**config.mk**
```make
export PLATFORM = sky130hd
export DESIGN_NAME = cpu_boot_sequencer_flat
export DESIGN_NICKNAME = d
export VERILOG_FILES = /design/src/rtl/cpu_boot_sequencer_if.sv /design/src/rtl/cpu_boot_sequencer.sv /design/src/flat_wrapper.sv
export SDC_FILE = /design/constraint.sdc
export NUM_CORES = 1
export LEC_CHECK = 0
export BUFFER_PORTS_ARGS = -buffer_cell sky130_fd_sc_hd__buf_2
export CAP_MARGIN = 30
export CORE_ASPECT_RATIO = 1.25
export CORE_MARGIN = 1.5
export CORE_UTILIZATION = 45
export DETAILED_ROUTE_END_ITERATION = 16
export PLACE_DENSITY = 0.74
export SLEW_MARGIN = 20
export SYNTH_ARGS = -nofsm -noshare
export SYNTH_HDL_FRONTEND = slang
export SYNTH_SLANG_ARGS = --single-unit
```
**constraint.sdc**
```tcl
create_clock -name clk_i -period 8.6 [get_ports clk_i]
set_clock_uncertainty 0.05 [all_clocks]
set_input_delay 1.72 -clock clk_i [delete_from_list [all_inputs] [get_ports clk_i]]
set_output_delay 1.72 -clock clk_i [all_outputs]
set_load 0.1 [all_outputs]
```
**src/rtl/cpu_boot_sequencer_if.sv**
```systemverilog
// ---------------------------------------------------------------------------
// cpu_boot_sequencer_if
//
// Purpose:
//   Bundles the two handshake/bus groups that the boot sequencer sits between:
//   the incoming image stream from the host and the back-door / control port
//   of the Single_Cycle_CPU (reset, imem/dmem write ports, halt flag, Out_R).
//
// Signals:
//   s_valid    host -> seq   image stream word valid
//   s_data     host -> seq   image stream word (instr words first, then data)
//   s_ready    seq  -> host  sequencer accepts s_data this cycle
//   cpu_rst_n  seq  -> cpu   CPU active-low reset
//   ex_iwe     seq  -> cpu   imem write enable
//   ex_iaddr   seq  -> cpu   imem write address
//   ex_idata   seq  -> cpu   imem write data
//   ex_dwe     seq  -> cpu   dmem write enable
//   ex_daddr   seq  -> cpu   dmem write address
//   ex_ddata   seq  -> cpu   dmem write data
//   flag_done  cpu  -> seq   CPU halted
//   out_r      cpu  -> seq   CPU Out_R register
//
// Modports:
//   master  the sequencer side (drives s_ready, cpu_rst_n and all ex_*)
//   slave   the host + CPU side (drives the stream and the CPU status)
// ---------------------------------------------------------------------------
interface cpu_boot_sequencer_if;
    logic        s_valid;
    logic [15:0] s_data;
    logic        s_ready;
    logic        cpu_rst_n;
    logic        ex_iwe;
    logic [15:0] ex_iaddr;
    logic [15:0] ex_idata;
    logic        ex_dwe;
    logic [15:0] ex_daddr;
    logic [15:0] ex_ddata;
    logic        flag_done;
    logic [15:0] out_r;

    modport master (
        input  s_valid,
        input  s_data,
        input  flag_done,
        input  out_r,
        output s_ready,
        output cpu_rst_n,
        output ex_iwe,
        output ex_iaddr,
        output ex_idata,
        output ex_dwe,
        output ex_daddr,
        output ex_ddata
    );

    modport slave (
        output s_valid,
        output s_data,
        output flag_done,
        output out_r,
        input  s_ready,
        input  cpu_rst_n,
        input  ex_iwe,
        input  ex_iaddr,
        input  ex_idata,
        input  ex_dwe,
        input  ex_daddr,
        input  ex_ddata
    );
endinterface

```
**src/rtl/cpu_boot_sequencer.sv**
```systemverilog
// ---------------------------------------------------------------------------
// cpu_boot_sequencer
//
// Purpose:
//   Brings up the Single_Cycle_CPU. While holding the core in reset it
//   streams a program image into instruction memory and then a data image
//   into data memory through the CPU's ex_* back-door ports. It then releases
//   the core, times the run until the CPU halts (flag_done) or a timeout
//   expires, and records what the program wrote to Out_R.
//
// Parameters:
//   TIMEOUT_CYCLES  maximum number of RUN cycles before the run is abandoned
//
// Ports:
//   clk_i        in   1   system clock, shared with the CPU
//   rst_n        in   1   asynchronous active-low reset
//   start        in   1   one-cycle pulse, begins load+run from IDLE/DONE/TIMEOUT
//   abort        in   1   returns to IDLE from any state, wins over everything
//   cfg_icount   in  16   instruction words to load (sampled on accepted start)
//   cfg_dcount   in  16   data words to load (sampled on accepted start)
//   bus          if       master side of cpu_boot_sequencer_if (stream + CPU)
//   busy         out  1   a load or run is in progress
//   done         out  1   the last run ended with the CPU halting
//   timeout      out  1   the last run hit TIMEOUT_CYCLES
//   cycle_count  out 32   RUN cycles of the last/current run
//   last_out_r   out 16   most recent nonzero Out_R seen during RUN
//   out_events   out  8   RUN cycles with Out_R nonzero, saturating at 255
//
// All outputs come straight from flops. Control outputs are registered from
// the next-state value so that they line up with the state they describe.
// ---------------------------------------------------------------------------
module cpu_boot_sequencer #(
    parameter logic [31:0] TIMEOUT_CYCLES = 32'd100000
) (
    input  logic                        clk_i,
    input  logic                        rst_n,
    input  logic                        start,
    input  logic                        abort,
    input  logic [15:0]                 cfg_icount,
    input  logic [15:0]                 cfg_dcount,
    cpu_boot_sequencer_if.master        bus,
    output logic                        busy,
    output logic                        done,
    output logic                        timeout,
    output logic [31:0]                 cycle_count,
    output logic [15:0]                 last_out_r,
    output logic [7:0]                  out_events
);

    localparam logic [2:0] ST_IDLE    = 3'd0;
    localparam logic [2:0] ST_LOAD_I  = 3'd1;
    localparam logic [2:0] ST_LOAD_D  = 3'd2;
    localparam logic [2:0] ST_RELEASE = 3'd3;
    localparam logic [2:0] ST_RUN     = 3'd4;
    localparam logic [2:0] ST_DONE    = 3'd5;
    localparam logic [2:0] ST_TIMEOUT = 3'd6;

    logic [2:0]  r_state;
    logic [15:0] r_icount;
    logic [15:0] r_dcount;
    logic [15:0] r_addr;

    logic        r_s_ready;
    logic        r_cpu_rst_n;
    logic        r_busy;
    logic        r_done;
    logic        r_timeout;

    logic        r_iwe;
    logic [15:0] r_iaddr;
    logic [15:0] r_idata;
    logic        r_dwe;
    logic [15:0] r_daddr;
    logic [15:0] r_ddata;

    logic [31:0] r_cycle_count;
    logic [15:0] r_last_out_r;
    logic [7:0]  r_out_events;

    logic        w_idle_like;
    logic        w_start_ok;
    logic        w_loading;
    logic        w_beat;
    logic [15:0] w_cur_count;
    logic        w_last_beat;
    logic        w_run_live;
    logic        w_at_limit;
    logic [2:0]  w_next_state;

    // Qualifiers shared by the next-state logic and the datapath.
    // The address counter is reused for both images, so the terminal count is
    // whichever image the current load state is filling. A load state is only
    // ever entered with a nonzero count, so count-1 cannot wrap.
    always_comb begin
        w_idle_like = (r_state == ST_IDLE) || (r_state == ST_DONE) || (r_state == ST_TIMEOUT);
        w_start_ok  = start && w_idle_like && !abort;
        w_loading   = (r_state == ST_LOAD_I) || (r_state == ST_LOAD_D);
        w_beat      = w_loading && r_s_ready && bus.s_valid;
        w_cur_count = (r_state == ST_LOAD_I) ? r_icount : r_dcount;
        w_last_beat = w_beat && (r_addr == (w_cur_count - 16'd1));
        w_run_live  = (r_state == ST_RUN) && !bus.flag_done && !abort;
        w_at_limit  = (r_cycle_count == (TIMEOUT_CYCLES - 32'd1));
    end

    // Next-state logic. Abort overrides every transition. Empty images are
    // skipped at start time so a load state never waits on a zero count.
    // The halt check comes before the timeout check so a program that halts
    // on the final allowed cycle is still reported as DONE.
    always_comb begin
        w_next_state = r_state;
        if (abort) begin
            w_next_state = ST_IDLE;
        end else begin
            case (r_state)
                ST_IDLE, ST_DONE, ST_TIMEOUT: begin
                    if (start) begin
                        if (cfg_icount != 16'd0) begin
                            w_next_state = ST_LOAD_I;
                        end else if (cfg_dcount != 16'd0) begin
                            w_next_state = ST_LOAD_D;
                        end else begin
                            w_next_state = ST_RELEASE;
                        end
                    end
                end
                ST_LOAD_I: begin
                    if (w_last_beat) begin
                        w_next_state = (r_dcount != 16'd0) ? ST_LOAD_D : ST_RELEASE;
                    end
                end
                ST_LOAD_D: begin
                    if (w_last_beat) begin
                        w_next_state = ST_RELEASE;
                    end
                end
                ST_RELEASE: begin
                    w_next_state = ST_RUN;
                end
                ST_RUN: begin
                    if (bus.flag_done) begin
                        w_next_state = ST_DONE;
                    end else if (w_at_limit) begin
                        w_next_state = ST_TIMEOUT;
                    end
                end
                default: begin
                    w_next_state = ST_IDLE;
                end
            endcase
        end
    end

    // State register plus the status/control outputs decoded from the state
    // being entered, so each output is a flop that is valid in that state.
    // s_ready stays high straight across LOAD_I -> LOAD_D, which lets the data
    // image follow the program image with no bubble.
    always_ff @(posedge clk_i or negedge rst_n) begin
        if (!rst_n) begin
            r_state     <= ST_IDLE;
            r_s_ready   <= 1'b0;
            r_cpu_rst_n <= 1'b0;
            r_busy      <= 1'b0;
            r_done      <= 1'b0;
            r_timeout   <= 1'b0;
        end else begin
            r_state     <= w_next_state;
            r_s_ready   <= (w_next_state == ST_LOAD_I) || (w_next_state == ST_LOAD_D);
            r_cpu_rst_n <= (w_next_state == ST_RUN) || (w_next_state == ST_DONE);
            r_busy      <= (w_next_state == ST_LOAD_I) || (w_next_state == ST_LOAD_D) ||
                           (w_next_state == ST_RELEASE) || (w_next_state == ST_RUN);
            r_done      <= (w_next_state == ST_DONE);
            r_timeout   <= (w_next_state == ST_TIMEOUT);
        end
    end

    // Image counts and the shared word address. Counts are captured once per
    // accepted start; the address restarts at 0 for each image and on abort.
    always_ff @(posedge clk_i or negedge rst_n) begin
        if (!rst_n) begin
            r_icount <= 16'd0;
            r_dcount <= 16'd0;
            r_addr   <= 16'd0;
        end else begin
            if (w_start_ok) begin
                r_icount <= cfg_icount;
                r_dcount <= cfg_dcount;
                r_addr   <= 16'd0;
            end else if (abort) begin
                r_addr   <= 16'd0;
            end else if (w_beat) begin
                r_addr   <= w_last_beat ? 16'd0 : (r_addr + 16'd1);
            end
        end
    end

    // Back-door write ports. Every accepted stream word produces exactly one
    // single-cycle strobe one cycle later; address and data are forced to 0
    // whenever no write is in flight so the CPU side sees a quiet bus.
    always_ff @(posedge clk_i or negedge rst_n) begin
        if (!rst_n) begin
            r_iwe   <= 1'b0;
            r_iaddr <= 16'd0;
            r_idata <= 16'd0;
            r_dwe   <= 1'b0;
            r_daddr <= 16'd0;
            r_ddata <= 16'd0;
        end else begin
            r_iwe   <= 1'b0;
            r_iaddr <= 16'd0;
            r_idata <= 16'd0;
            r_dwe   <= 1'b0;
            r_daddr <= 16'd0;
            r_ddata <= 16'd0;
            if (w_beat && !abort) begin
                if (r_state == ST_LOAD_I) begin
                    r_iwe   <= 1'b1;
                    r_iaddr <= r_addr;
                    r_idata <= bus.s_data;
                end else begin
                    r_dwe   <= 1'b1;
                    r_daddr <= r_addr;
                    r_ddata <= bus.s_data;
                end
            end
        end
    end

    // Run statistics. They are cleared only by an accepted start, so after
    // DONE, TIMEOUT or an abort they keep describing the last run. The cycle
    // in which the CPU reports halt is not part of the run, and the cycle that
    // trips the timeout leaves cycle_count at TIMEOUT_CYCLES-1.
    always_ff @(posedge clk_i or negedge rst_n) begin
        if (!rst_n) begin
            r_cycle_count <= 32'd0;
            r_last_out_r  <= 16'd0;
            r_out_events  <= 8'd0;
        end else begin
            if (w_start_ok) begin
                r_cycle_count <= 32'd0;
                r_last_out_r  <= 16'd0;
                r_out_events  <= 8'd0;
            end else if (w_run_live) begin
                if (!w_at_limit && (r_cycle_count != 32'hFFFF_FFFF)) begin
                    r_cycle_count <= r_cycle_count + 32'd1;
                end
                if (bus.out_r != 16'd0) begin
                    r_last_out_r <= bus.out_r;
                    if (r_out_events != 8'hFF) begin
                        r_out_events <= r_out_events + 8'd1;
                    end
                end
            end
        end
    end

    assign bus.s_ready   = r_s_ready;
    assign bus.cpu_rst_n = r_cpu_rst_n;
    assign bus.ex_iwe    = r_iwe;
    assign bus.ex_iaddr  = r_iaddr;
    assign bus.ex_idata  = r_idata;
    assign bus.ex_dwe    = r_dwe;
    assign bus.ex_daddr  = r_daddr;
    assign bus.ex_ddata  = r_ddata;

    assign busy        = r_busy;
    assign done        = r_done;
    assign timeout     = r_timeout;
    assign cycle_count = r_cycle_count;
    assign last_out_r  = r_last_out_r;
    assign out_events  = r_out_events;

endmodule
```
**src/flat_wrapper.sv**
```systemverilog
// flat-port wrapper written by rule: the top's interface ports become plain ports
module cpu_boot_sequencer_flat 
#(
    parameter logic [31:0] TIMEOUT_CYCLES = 32'd100000
)
  (clk_i, rst_n, start, abort, cfg_icount, cfg_dcount, busy, done, timeout, cycle_count, last_out_r, out_events, bus_s_valid, bus_s_data, bus_flag_done, bus_out_r, bus_s_ready, bus_cpu_rst_n, bus_ex_iwe, bus_ex_iaddr, bus_ex_idata, bus_ex_dwe, bus_ex_daddr, bus_ex_ddata);
  cpu_boot_sequencer_if bus_i ();
  input  logic clk_i;
  input  logic rst_n;
  input  logic start;
  input  logic abort;
  input  logic [15:0] cfg_icount;
  input  logic [15:0] cfg_dcount;
  output logic busy;
  output logic done;
  output logic timeout;
  output logic [31:0] cycle_count;
  output logic [15:0] last_out_r;
  output logic [7:0] out_events;
  input wire logic [$bits(bus_i.s_valid)-1:0] bus_s_valid;
  input wire logic [$bits(bus_i.s_data)-1:0] bus_s_data;
  input wire logic [$bits(bus_i.flag_done)-1:0] bus_flag_done;
  input wire logic [$bits(bus_i.out_r)-1:0] bus_out_r;
  output wire logic [$bits(bus_i.s_ready)-1:0] bus_s_ready;
  output wire logic [$bits(bus_i.cpu_rst_n)-1:0] bus_cpu_rst_n;
  output wire logic [$bits(bus_i.ex_iwe)-1:0] bus_ex_iwe;
  output wire logic [$bits(bus_i.ex_iaddr)-1:0] bus_ex_iaddr;
  output wire logic [$bits(bus_i.ex_idata)-1:0] bus_ex_idata;
  output wire logic [$bits(bus_i.ex_dwe)-1:0] bus_ex_dwe;
  output wire logic [$bits(bus_i.ex_daddr)-1:0] bus_ex_daddr;
  output wire logic [$bits(bus_i.ex_ddata)-1:0] bus_ex_ddata;
  assign bus_i.s_valid = bus_s_valid;
  assign bus_i.s_data = bus_s_data;
  assign bus_i.flag_done = bus_flag_done;
  assign bus_i.out_r = bus_out_r;
  assign bus_s_ready = bus_i.s_ready;
  assign bus_cpu_rst_n = bus_i.cpu_rst_n;
  assign bus_ex_iwe = bus_i.ex_iwe;
  assign bus_ex_iaddr = bus_i.ex_iaddr;
  assign bus_ex_idata = bus_i.ex_idata;
  assign bus_ex_dwe = bus_i.ex_dwe;
  assign bus_ex_daddr = bus_i.ex_daddr;
  assign bus_ex_ddata = bus_i.ex_ddata;
  cpu_boot_sequencer #(.TIMEOUT_CYCLES(TIMEOUT_CYCLES)) u_core (.clk_i(clk_i), .rst_n(rst_n), .start(start), .abort(abort), .cfg_icount(cfg_icount), .cfg_dcount(cfg_dcount), .bus(bus_i), .busy(busy), .done(done), .timeout(timeout), .cycle_count(cycle_count), .last_out_r(last_out_r), .out_events(out_events));
endmodule
```
# == After elaboration in Yosys (flattened, before gate mapping) ==
# Cells that the tools add are included.
# totals
reg_bits,178
in_bits,70
out_inout_bits,127
wordCells,108
# classes
addsub,4
n_eq_ne,16
muxes,37
n_reduce_logical,33
# op_table
operator,count
$mux 16,16
$mux 32,3
$reduce_bool 16->1,4
$add 32x1->32 const B,1
$eq 32x17->1 const B,1
$mux 8,4
$ne 32x32->1 const B,1
$mux 3,7
$eq 3x3->1 const B,6
$add 16x1->16 const B,1
$eq 16x16->1,1
$sub 16x1->16 const B,1
$pmux 3 s5,1
$eq 3x2->1 const B,4
$logic_and 1x1->1,9
$add 8x1->8 const B,1
$ne 8x8->1 const B,1
$reduce_bool 2->1,4
$logic_or 1x1->1,7
$eq 3x1->1 const B,2
$mux 1,6
$reduce_and 2->1,2
$logic_not 1->1,3
$logic_not 3->1,1
3 further kinds,3

# == Depth between registers and ports, before layout ==
# Gate-level depths: netlist (run 1).
# depth
depth_word,12
depth_mapped,17

# == Least setup slack after synthesis (run 1) ==
# Ideal clock, no wire load.
# synth_timing
path_kind,reg-to-reg
from,register u_core.r_state[1]
to,register u_core.r_busy (netlist: u_core.busy)
arrival_ns,4.304
path_slack_ns,4.118
stages_incl_launch_ff,16
path_buffers,2
cell_sequence,dfrtp_1 > nor3b_2 > buf_6 > buf_2 > mux2i_1 > ha_1 > or4b_1 > or4_1 > o21ai_0 > xnor2_1 > nand4_1 > or4_4 > o41a_1 > o21ba_1 > nor3_2 > mux2_1
# synth_via
elab_chain_len,12
# synth_rtl
element,line_no,rtl
"start, declared",cpu_boot_sequencer.sv:58,logic [2:0] r_state;
"start signal, assigned",cpu_boot_sequencer.sv:166,r_state <= w_next_state;
$eq 3x1->1 / $eq 3x2->1 (equally long branches),"cpu_boot_sequencer.sv:97, cpu_boot_sequencer.sv:99, cpu_boot_sequencer.sv:114",
$mux 16 / $logic_or 1x1->1 (equally long branches),"cpu_boot_sequencer.sv:99, cpu_boot_sequencer.sv:97",
$sub 16x1->16 / $logic_and 1x1->1 (equally long branches),"cpu_boot_sequencer.sv:100, cpu_boot_sequencer.sv:98",
$eq 16x16->1 / $logic_and 1x1->1 (equally long branches),"cpu_boot_sequencer.sv:100, cpu_boot_sequencer.sv:98",
$logic_and 1x1->1,cpu_boot_sequencer.sv:100,w_last_beat = w_beat && (r_addr == (w_cur_count - 16'd1));
"$mux 3, on equally long branches","cpu_boot_sequencer.sv:132, cpu_boot_sequencer.sv:127",
$pmux 3 s5 *,cpu_boot_sequencer.sv:114,case (r_state)
$mux 3 *,cpu_boot_sequencer.sv:111,if (abort) begin
$eq 3x1->1 / $eq 3x2->1 (equally long branches),cpu_boot_sequencer.sv:169,r_busy <= (w_next_state == ST_LOAD_I) || (w_next_state == ST_LOAD_D) ||
$logic_or 1x1->1 (2 in series),cpu_boot_sequencer.sv:169,
$logic_or 1x1->1 *,cpu_boot_sequencer.sv:170,(w_next_state == ST_RELEASE) || (w_next_state == ST_RUN);
"end signal, assigned",cpu_boot_sequencer.sv:169,
"end, declared",cpu_boot_sequencer.sv:65,logic r_busy;
# Mark *: on every way between the ends. The rest lies on a longest branch, timed or not.
# A chain may end at the register's enable or synchronous reset.

# == Worst setup path in the final report (run 1) ==
# layout_timing
from,register u_core.r_state[0]
to,register u_core.r_busy (netlist: u_core.busy)
# Same word-level chain as after synthesis.

==> metrics, run 1 <==
area leader, netlist=dfrtp_1; sw frac=between 20 and 30%; worst hold stages=2; Synth area leaders=dfrtp_1 54%, and2_1 5.2%, mux2_2 4.5%; aggregate global routing overflow=0; Post-CTS Repair Setup Buffers=0; first-pass GRT wire length=approximately 32 mm; Pins Over Slew Limit=0; Syn Inst Count=about 790; FF+latch count, synth=about 180; Synth-to-Final Area Change=21.8%; Arr. time, crit path=5.36 ns; critical path required time=between 8 and 9 ns; Routed Antenna Nets=0; top cells by count, synth=178 x dfrtp_1, 80 x nor2_1, 69 x and2_1; CTS Hold Bufs=0; Total Neg Setup Slack=0 ns; Gate power share=14.3%; Final Hold Fails=0; filler cell count=around 1600; hold_sp=u_core.last_out_r[12]; core area=0.0181 mm²; H-tree depth=4; Worst Hold Class=reg2reg; number of remaining DRC errors=0; Tightest Pin Transition=a little under 1 ns; fraction of layout cells with a size suffix above 1=28.8%; wire length per cell=about 16 µm; switching power=just under 600 µW; Peak VDD IR=~0.11 mV; Worst Hold Slack=roughly 0.47 ns; RR Startpoint=u_core.r_state[0]; Vias/cell=~5.4; count leader, synth=dfrtp_1; Finished Cell Area=0.0101 mm²; io pins=approximately 200; Tcrit/Tclk final=around 59%; Post-Syn Area per Cell=10.6 µm²; RePlAce Congestion=~0.84; Vias=6494; Die Y=155 µm; Total Wirelength=19.5 mm; root buf cell=clkbuf_16; Max Clk Rate=196 MHz; Tmin final=between 5 and 6 ns; leakage power=a little over 0.005 µW; # port buffers=196; type of the worst setup path=reg2reg; Final nets=1046; max-slew headroom at the worst pin=a little over a third; Synth Warn #=0; GR Util All Layers=20.7%; clk sink count=178; initial antenna violation count=0; RSZ-0062 raised after global routing=no; Main synth FF type=dfrtp_1; Setup violations, final=0; Post-synth EDFFs=0; clock latency on the worst-skew pair=between 0.4 and 0.5 ns; Synth async-reset ratio=100%; dpl hpwl=around 14 mm; maxcap violations=0; CP startpoint kind=register; vias in the first global route=roughly 6200; Seq/Total Area, Yosys=between 50% and 60%; Pwr Total=roughly 2000 µW; CP Capture Type=register; sequential share of power=between 40% and 50%; CP max FO=28; total die area=0.0193 mm²; Yosys top cell area share=a little over half; TritonRoute pass-1 iters=4; row count=55; dpl cell area=~0.0095 mm²; Clk pwr share=between 30% and 40%; Iter 0 DRT Violations=approximately 270; R2R Setup Slk=roughly 3.5 ns; Syn Nets=860; PD cells=about 190 mW/mm²; Register-to-Register Path Depth=14; library cells used by synthesis=60; end of the worst hold path=u_core.last_out_r[12]; largest net degree at the start of global routing=96; FF-to-FF End=u_core.busy; Cell Area, Synth=around 0.0083 mm²; CTS Buf Count=17; Clock Path Buffers=2; Worst-path clk slew=0.07 ns; post_cts resized=0; initial core utilization=46.0%; cell internal pwr=about 1400 µW; CTS tree=built; die width=between 100 and 150 µm; status=finished, final reports clean; antenna diode count=0
-- power by group through the flow --
stage / sequential, µW / clock [µW] / combinational (µW)
floorplan: 986 / 0 / 150
global placement: 943 / 0 / 275
detailed placement: 944 / 0 / 283
CTS: 928 / 778 / 284
global route: 936 / 811 / 307
finish: 929 / 760 / 282
-- how the worst max path moves through the flow --
stage,depth (start not counted),to,startpoint
3_3_place_gp,14,u_core.busy,u_core.r_state[0]
3_5_place_dp,14,u_core.busy,u_core.r_state[0]
6_report,14,u_core.busy,u_core.r_state[0]
2_1_floorplan,15,u_core.busy,u_core.r_state[1]
5_1_grt,14,u_core.busy,u_core.r_state[0]
4_1_cts,14,u_core.busy,u_core.r_state[0]
-- state kept, by name, indices dropped and copies added (netlist names) --
register / count
u_core.out_events: 8
u_core.r_icount: 16
u_core.r_state: 3
u_core.done: 1
u_core.bus.ex_ddata: 16
u_core.cycle_count: 32
u_core.last_out_r: 16
u_core.bus.ex_idata: 16
u_core.r_dcount: 16
u_core.bus.s_ready: 1
u_core.r_addr: 16
u_core.timeout: 1
u_core.bus.ex_dwe: 1
u_core.bus.ex_daddr: 16
u_core.bus.ex_iwe: 1
u_core.bus.cpu_rst_n: 1
u_core.bus.ex_iaddr: 16
u_core.busy: 1
-- logic make-up after synthesis --
logic type | share of synthesized area (%)
compound gates | 7.25
xor+xnor | 6.11
fa+ha+maj | 0.602
buf+inv | 2.30
flops | 53.5
mux | 7.53
simple gates | 22.7
-- routing by layer --
layer / GRT usage, % / vias to the layer above / share of wire (%)
met5: 0 / - / 0
met4: 8.65 / 0 / 2.8
met3: 3.85 / 34 / 3.2
met2: 35.1 / 142 / 51
met1: 26.2 / 3187 / 43
li1: - / 3131 / -
-- final cells by class --
type / instances / area [µm²] / share of cell area [%]
flip-flops and latches: 178 / 4450 / 44.0
multi-input cells: 562 / 3700 / 36.5
repair buffers: 202 / 1060 / 10.5
clock buffers: 19 / 453 / 4.47
well taps: 228 / 285 / 2.82
clock inverters: 13 / 140 / 1.38
inverters: 11 / 41.3 / 0.408
-- through the flow --
| stage | cells | utilization [%] | setup slack (ns) |
|---|---|---|---|
| after floorplan | 786 | - | 4.12 |
| after global placement | 1179 | 52.4 | 3.67 |
| after detailed placement | 1181 | 52.7 | 3.52 |
| after CTS | 1213 | 56.0 | 3.47 |
| after global routing | 1213 | 56.0 | 3.15 |
| final | 1213 | 56.0 | 3.50 |
-- worst max-delay path: stages, from the launching register on --
cell,delay [ns]
dfrtp_1,0.66
nor3b_4,0.26
buf_4,0.37
mux2i_1,0.36
ha_1,0.27
or4b_1,0.53
or4_1,0.41
o21ai_0,0.20
xnor2_1,0.14
nand4_1,0.09
or4_4,0.55
o41a_1,0.45
o21ba_1,0.21
nor3_2,0.11
mux2_1,0.33
-- placed cells by master, fill, tap and decap left out, types with 4 or more instances in the layout --
master,netlist,routed
ha_1,4,4
or4_1,7,7
nor2_1,80,77
nand2_1,33,33
mux2i_1,23,23
o31ai_1,5,5
a31oi_1,4,4
nand3_1,28,28
xor2_1,31,31
or3_1,12,12
o21ai_0,54,54
or2_2,5,5
dfrtp_1,178,178
inv_6,0,5
nor3_1,7,7
buf_4,2,4
clkinv_8,0,4
inv_1,11,11
and3_1,16,16
o22ai_1,4,4
and2_1,69,69
mux2_2,33,33
nand2b_1,14,14
nor4b_1,4,4
a21oi_1,15,15
xnor2_1,27,27
nand3b_1,5,5
buf_2,3,195
nor2b_1,6,6
nand4_1,13,13
clkbuf_16,0,17
nor4_1,24,24
No activity file was read; power rests on OpenSTA's default activity.
==> run 2: changes to the inputs <==
PLACE_DENSITY = 0.76   (was 0.74)
clock period = 4.2 ns   (was 8.6 ns; I/O delays follow)
==> run 2 against run 1 <==
Effect of this change:
- the flow now finishes with violations (setup timing)
- global-route usage rose by 0.57 points
- cell count increased by 1.7%
- sequential power is 100% higher
- first-iteration DRC count rose by 38%
- hold slack got worse by 0.19 ns
- sequential share of layout area is 0.87 points lower
- maximum frequency up 21%
- critical path type unchanged
- largest cell class unchanged
- highest routed layer unchanged
==> metrics, run 2 (synthesis gave the netlist of run 1 again) <==
PD cells=404 mW/mm² (+110%); maxcap violations=0 (unchanged); Tmin final=4.23 ns (-0.868 ns); critical path startpoint=u_core.r_state[2]; RR Startpoint=u_core.r_state[2]; Tcrit/Tclk final=101% (+41 points); Worst Hold Class=in2async; Clock Path Buffers=2 (unchanged); vias in the first global route=6462 (+4.0%); RePlAce Congestion=0.835 (-1.0%); CTS Hold Bufs=0 (unchanged); Finished Layout Cells=1234 (+1.7%); first-pass GRT wire length=33.1 mm (+3.0%); TritonRoute pass-1 iters=4 (unchanged); CTS Buf Count=17 (unchanged); most frequent cells in the layout=195 x buf_2, 178 x dfrtp_1, 77 x nor2_1; aggregate global routing overflow=0 (unchanged); Peak VDD IR=0.266 mV (+130%); post-placement cell count=1194 (+1.1%); status=finished with violations; Pins Over Slew Limit=0 (unchanged); CP startpoint kind=register; Worst Hold Slack=0.272 ns (-0.195 ns); Pwr Total=4180 µW (+110%); RSZ-0062 raised after global routing=yes; fraction of layout cells with a size suffix above 1=30.9% (+2.1 points); die width=125 µm (unchanged); Gate power share=14.8% (+0.5 points); CTS tree=built; Iter 0 DRT Violations=375 (+38%); max reg flops=32 (unchanged); Worst-path clk slew=0.06 ns (about the same); Final Hold Fails=0 (unchanged); Max Clk Rate=236 MHz (+21%); H-tree depth=4 (unchanged); sw frac=28.8% (-1.0 points); clock latency on the worst-skew pair=0.43 ns (about the same); row count=55 (unchanged); Vias/cell=5.36 (+0.18%); Die Y=155 µm (unchanged); Routed Antenna Nets=0 (unchanged); Synth-to-Final Area Change=24.2%; Vias=6618 (+1.9%); dpl hpwl=14.2 mm (+0.10%); PnR worst setup slack=-0.0292 ns (-3.53 ns); number of remaining DRC errors=0 (unchanged); CP Capture Type=register; wire length per cell=16.2 µm (+0.95%); clk sink count=178 (unchanged); core area=0.0181 mm² (unchanged); Clk pwr share=39.6% (+1.0 points); type of the worst setup path=reg2reg; critical path required time=4.47 ns (-4.39 ns); Total Wirelength=20.0 mm (+2.7%); # port buffers=196 (unchanged); initial core utilization=46.0% (unchanged); initial antenna violation count=1 (+1); sequential share of power=45.6% (-1.5 points); violated checks=setup timing; Arr. time, crit path=4.49 ns (-0.87 ns); Final nets=1066 (+1.9%); R2R Setup Slk=-0.03 ns (-3.53 ns); Tightest Pin Transition=0.983 ns (+0.0214 ns); Setup crit end=u_core.busy; switching power=1200 µW (+100%); cell internal pwr=2970 µW (+120%); leakage power=0.00518 µW (+2.5%); largest net degree at the start of global routing=89 (-7.3%); FF-to-FF End=u_core.busy; CP max FO=4 (-86%); Setup violations, final=1 (+1); root buf cell=clkbuf_16; Register-to-Register Path Depth=13 (-1); io pins=197 (unchanged); GR Util All Layers=21.3% (+0.57 points); filler cell count=1540 (-1.7%); total die area=0.0193 mm² (unchanged); commonest non-fill, non-tap cell in the layout=buf_2; max-slew headroom at the worst pin=34.5% (-1.4 points)
-- run 2: cell count changes in the layout (fill, tap and decap cells not counted), sizes merged --
| cell | before | now |
|---|---|---|
| inv | 16 | 20 |
| clkinvlp | 0 | 1 |
| diode | 0 | 1 |
| clkinv | 8 | 1 |
| bufinv | 0 | 2 |
| buf | 202 | 222 |
-- run 2: power by group through the flow --
stage / sequential, µW / combinational, µW / clock (µW)
after floorplan: 2020 / 310 / 0
after global placement: 1920 / 585 / 0
after detailed placement: 1930 / 602 / 0
after CTS: 1900 / 610 / 1690
after global routing: 1920 / 672 / 1770
final: 1900 / 620 / 1650
-- run 2: repair_timing --
item | CTS | global route
gates cloned | 0 | 0
resized for setup | 1 | 4
buffers inserted | 2 | 5
setup endpoints to repair | 1 | 13
pin swaps | 1 | 2
-- run 2: area by class of cell --
cell class                      instances  area (µm²)  area share [%]
Clock inverter                         13         164            1.59
Clock buffer                           19         453            4.38
Timing Repair Buffer                  222        1210            11.8
Sequential cell                       178        4450            43.1
Inverter                               11        41.3           0.399
Tap cell                              228         285            2.76
Multi-Input combinational cell        562        3720            36.0
Antenna cell                            1        2.50          0.0242
-- run 2: worst max-delay path, cell delays in order, from the launching register on --
cell and delay [ns]:
dfrtp_1 0.42, nor3b_4 0.30, mux2i_2 0.29, ha_2 0.23
or4b_4 0.49, or4_4 0.43, o21ai_2 0.15, xnor2_1 0.13
nand4_1 0.09, or4_4 0.46, o41a_1 0.40, o21ba_1 0.21
nor3_2 0.14, mux2_4 0.31
-- run 2: routing by layer --
layer  global-route usage (%)  vias up  part of all wire [%]
li1                         -     3161                     -
met1                     26.9     3233                    43
met2                     36.5      187                    51
met3                     3.40       37                   3.5
met4                     8.81        0                   2.4
met5                        0        -                     0
-- run 2: how the worst min path moves through the flow --
stage	start	slack (ns)	endpoint	cells past startpoint
4_1_cts	rst_n	0.28	u_core.last_out_r[8]	1
3_3_place_gp	u_core.last_out_r[12]	0.45	u_core.last_out_r[12]	2
2_1_floorplan	u_core.r_icount[15]	0.43	u_core.r_icount[15]	1
5_1_grt	rst_n	0.30	u_core.last_out_r[8]	1
6_report	rst_n	0.27	u_core.last_out_r[8]	1
3_5_place_dp	u_core.last_out_r[14]	0.46	u_core.last_out_r[14]	2
-- run 2: through the flow --
| stage | setup TNS [ns] | util [%] | setup slack [ns] | instance area (µm²) |
|---|---|---|---|---|
| floorplan | 0 | - | 0.0344 | 8330 |
| global placement | 0 | 53.1 | 0.102 | 9620 |
| detailed placement | -0.0581 | 53.3 | -0.0581 | 9640 |
| CTS | 0 | 56.8 | 0.0178 | 10300 |
| global route | -0.285 | 57.1 | -0.161 | 10300 |
| finish | -0.0292 | 57.1 | -0.0292 | 10300 |
==> run 3: changes to the inputs <==
SETUP_SLACK_MARGIN = 0.5   (was unset)
clock period = 3.63 ns   (was 4.2 ns; I/O delays follow)
==> run 3 against run 2 <==
Effect of this change:
- the run still ends with setup timing left
- first-iteration DRC count is 34% higher
- routed wire length is 1.7% higher
- flip-flop and latch count stayed put
- combinational power is 20% higher
- clock power is 15% higher
- core utilization is 1.0 points higher
- die area stayed put
- sequential share of layout area is 0.45 points lower
- critical path depth is 1 lower
- largest power group unchanged
==> metrics, run 3 (synthesis gave the netlist of run 1 again) <==
# port buffers=196 (unchanged); Pwr Total=4820 µW (+16%); Worst-path clk slew=0.08 ns (+0.02 ns); Clock Path Buffers=2 (unchanged); status=finished with violations; CTS Buf Count=17 (unchanged); max reg flops=32 (unchanged); Final Hold Fails=0 (unchanged); Vias/cell=5.39 (+0.57%); RSZ-0062 raised after global routing=yes; Pins Over Slew Limit=0 (unchanged); Tcrit/Tclk final=114% (+13 points); Peak VDD IR=0.306 mV (+15%); CP max FO=4 (unchanged); first-pass GRT wire length=33.3 mm (+0.73%); Die Y=155 µm (unchanged); core area=0.0181 mm² (unchanged); maxcap violations=0 (unchanged); GR Util All Layers=21.4% (+0.15 points); initial core utilization=46.0% (unchanged); clk sink count=178 (unchanged); clock latency on the worst-skew pair=0.44 ns (about the same); CP Capture Type=register; total die area=0.0193 mm² (unchanged); H-tree depth=4 (unchanged); number of remaining DRC errors=0 (unchanged); most frequent cells in the layout=195 x buf_2, 159 x dfrtp_1, 77 x nor2_1; die width=125 µm (unchanged); io pins=197 (unchanged); commonest non-fill, non-tap cell in the layout=buf_2; leakage power=0.00521 µW (+0.70%); aggregate global routing overflow=0 (unchanged); Finished Layout Cells=1243 (+0.73%); post-placement cell count=1205 (+0.92%); antenna diode count=0 (-1); dpl hpwl=14.4 mm (+1.6%); filler cell count=1561 (+1.4%); max-slew headroom at the worst pin=44.5% (+10 points); largest net degree at the start of global routing=89 (unchanged); Total Wirelength=20.3 mm (+1.7%); Worst Hold Class=in2async; vias in the first global route=6449 (-0.20%); type of the worst setup path=reg2reg; PD cells=458 mW/mm² (+13%); Iter 0 DRT Violations=503 (+34%); root buf cell=clkbuf_16; critical path required time=3.90 ns (-0.57 ns); fraction of layout cells with a size suffix above 1=33.7% (+2.7 points); CTS tree=built; Synth-to-Final Area Change=26.5%; PnR worst setup slack=-0.502 ns (-0.473 ns); wire length per cell=16.4 µm (+1.0%); RePlAce Congestion=0.850 (+1.8%); row count=55 (unchanged); Routed Antenna Nets=0 (unchanged); Arr. time, crit path=4.40 ns (-0.09 ns); initial antenna violation count=0 (-1); Tmin final=4.13 ns (-0.0974 ns); Vias=6704 (+1.3%); Tightest Pin Transition=0.833 ns (-0.150 ns); Max Clk Rate=242 MHz (+2.4%); Setup violations, final=23 (+22); TritonRoute pass-1 iters=4 (unchanged); CP startpoint kind=register; Register-to-Register Path Depth=12 (-1); violated checks=setup timing; Final nets=1076 (+0.94%)
## run 3: where the power goes
group	internal (µW)	total [µW]	switching, µW
clock	950	1890	936
combinational	296	745	449
sequential	2080	2190	118
total	3320	4820	1500
## run 3: what timing repair did
| action | 4_1_cts | 5_1_grt |
|---|---|---|
| cloned | 2 | 0 |
| buffers inserted | 2 | 1 |
| hold buffers | 0 | 0 |
| pin swaps | 2 | 3 |
| resized for setup | 8 | 5 |
| setup endpoints to repair | 23 | 39 |
## run 3: final timing paths
kind	from	end	slack, ns
max	u_core.r_state[2]	u_core.busy	-0.50
min	rst_n	u_core.last_out_r[10]	0.27
max reg2reg	u_core.r_state[2]	u_core.busy	-0.50
min reg2reg	u_core.r_icount[15]	u_core.r_icount[15]	0.47
max in group asynchronous	rst_n	u_core.cycle_count[0]	2.39
min in group clk_i	bus_s_data[3]	u_core.bus.ex_idata[3]	0.44
## run 3: per-layer routing
metal | GRT usage, % | share of wire [%]
met1 | 27.1 | 42
met2 | 36.2 | 51
met3 | 3.30 | 3.8
met4 | 10.2 | 3.4
met5 | 0 | 0
## run 3: cell type report
| type | count | area (µm²) | area share [%] |
|---|---|---|---|
| repair buffers | 232 | 1340 | 12.7 |
| inverters | 11 | 41.3 | 0.392 |
| clock buffers | 17 | 425 | 4.04 |
| clock inverters | 15 | 198 | 1.88 |
| multi-input cells | 562 | 3750 | 35.6 |
| flip-flops and latches | 178 | 4490 | 42.6 |
| well taps | 228 | 285 | 2.71 |
## run 3: metrics by stage
| stage | area, µm² | TNS, ns | worst slack, ns | hold WS [ns] | util, % |
|---|---|---|---|---|---|
| after CTS | 10500 | -6.22 | -0.506 | 0.321 | 57.9 |
| after global routing | 10500 | -10.74 | -0.673 | 0.365 | 58.1 |
| after global placement | 9750 | -4.48 | -0.415 | 0.441 | 53.9 |
| after detailed placement | 9750 | -7.74 | -0.578 | 0.456 | 53.9 |
| after floorplan | 8380 | -3.52 | -0.530 | 0.380 | - |
| final | 10500 | -6.89 | -0.502 | 0.270 | 58.1 |
## run 3: worst max-delay path, cell delays in order, from the launching register on
cell and delay [ns]:
dfrtp_1 0.42, nor3b_4 0.31, mux2i_2 0.28, ha_2 0.21
or4b_4 0.46, buf_4 0.16, o211a_1 0.21, o311a_1 0.32
or4_4 0.53, o41a_1 0.40, o21ba_1 0.21, nor3_2 0.11
mux2_1 0.33
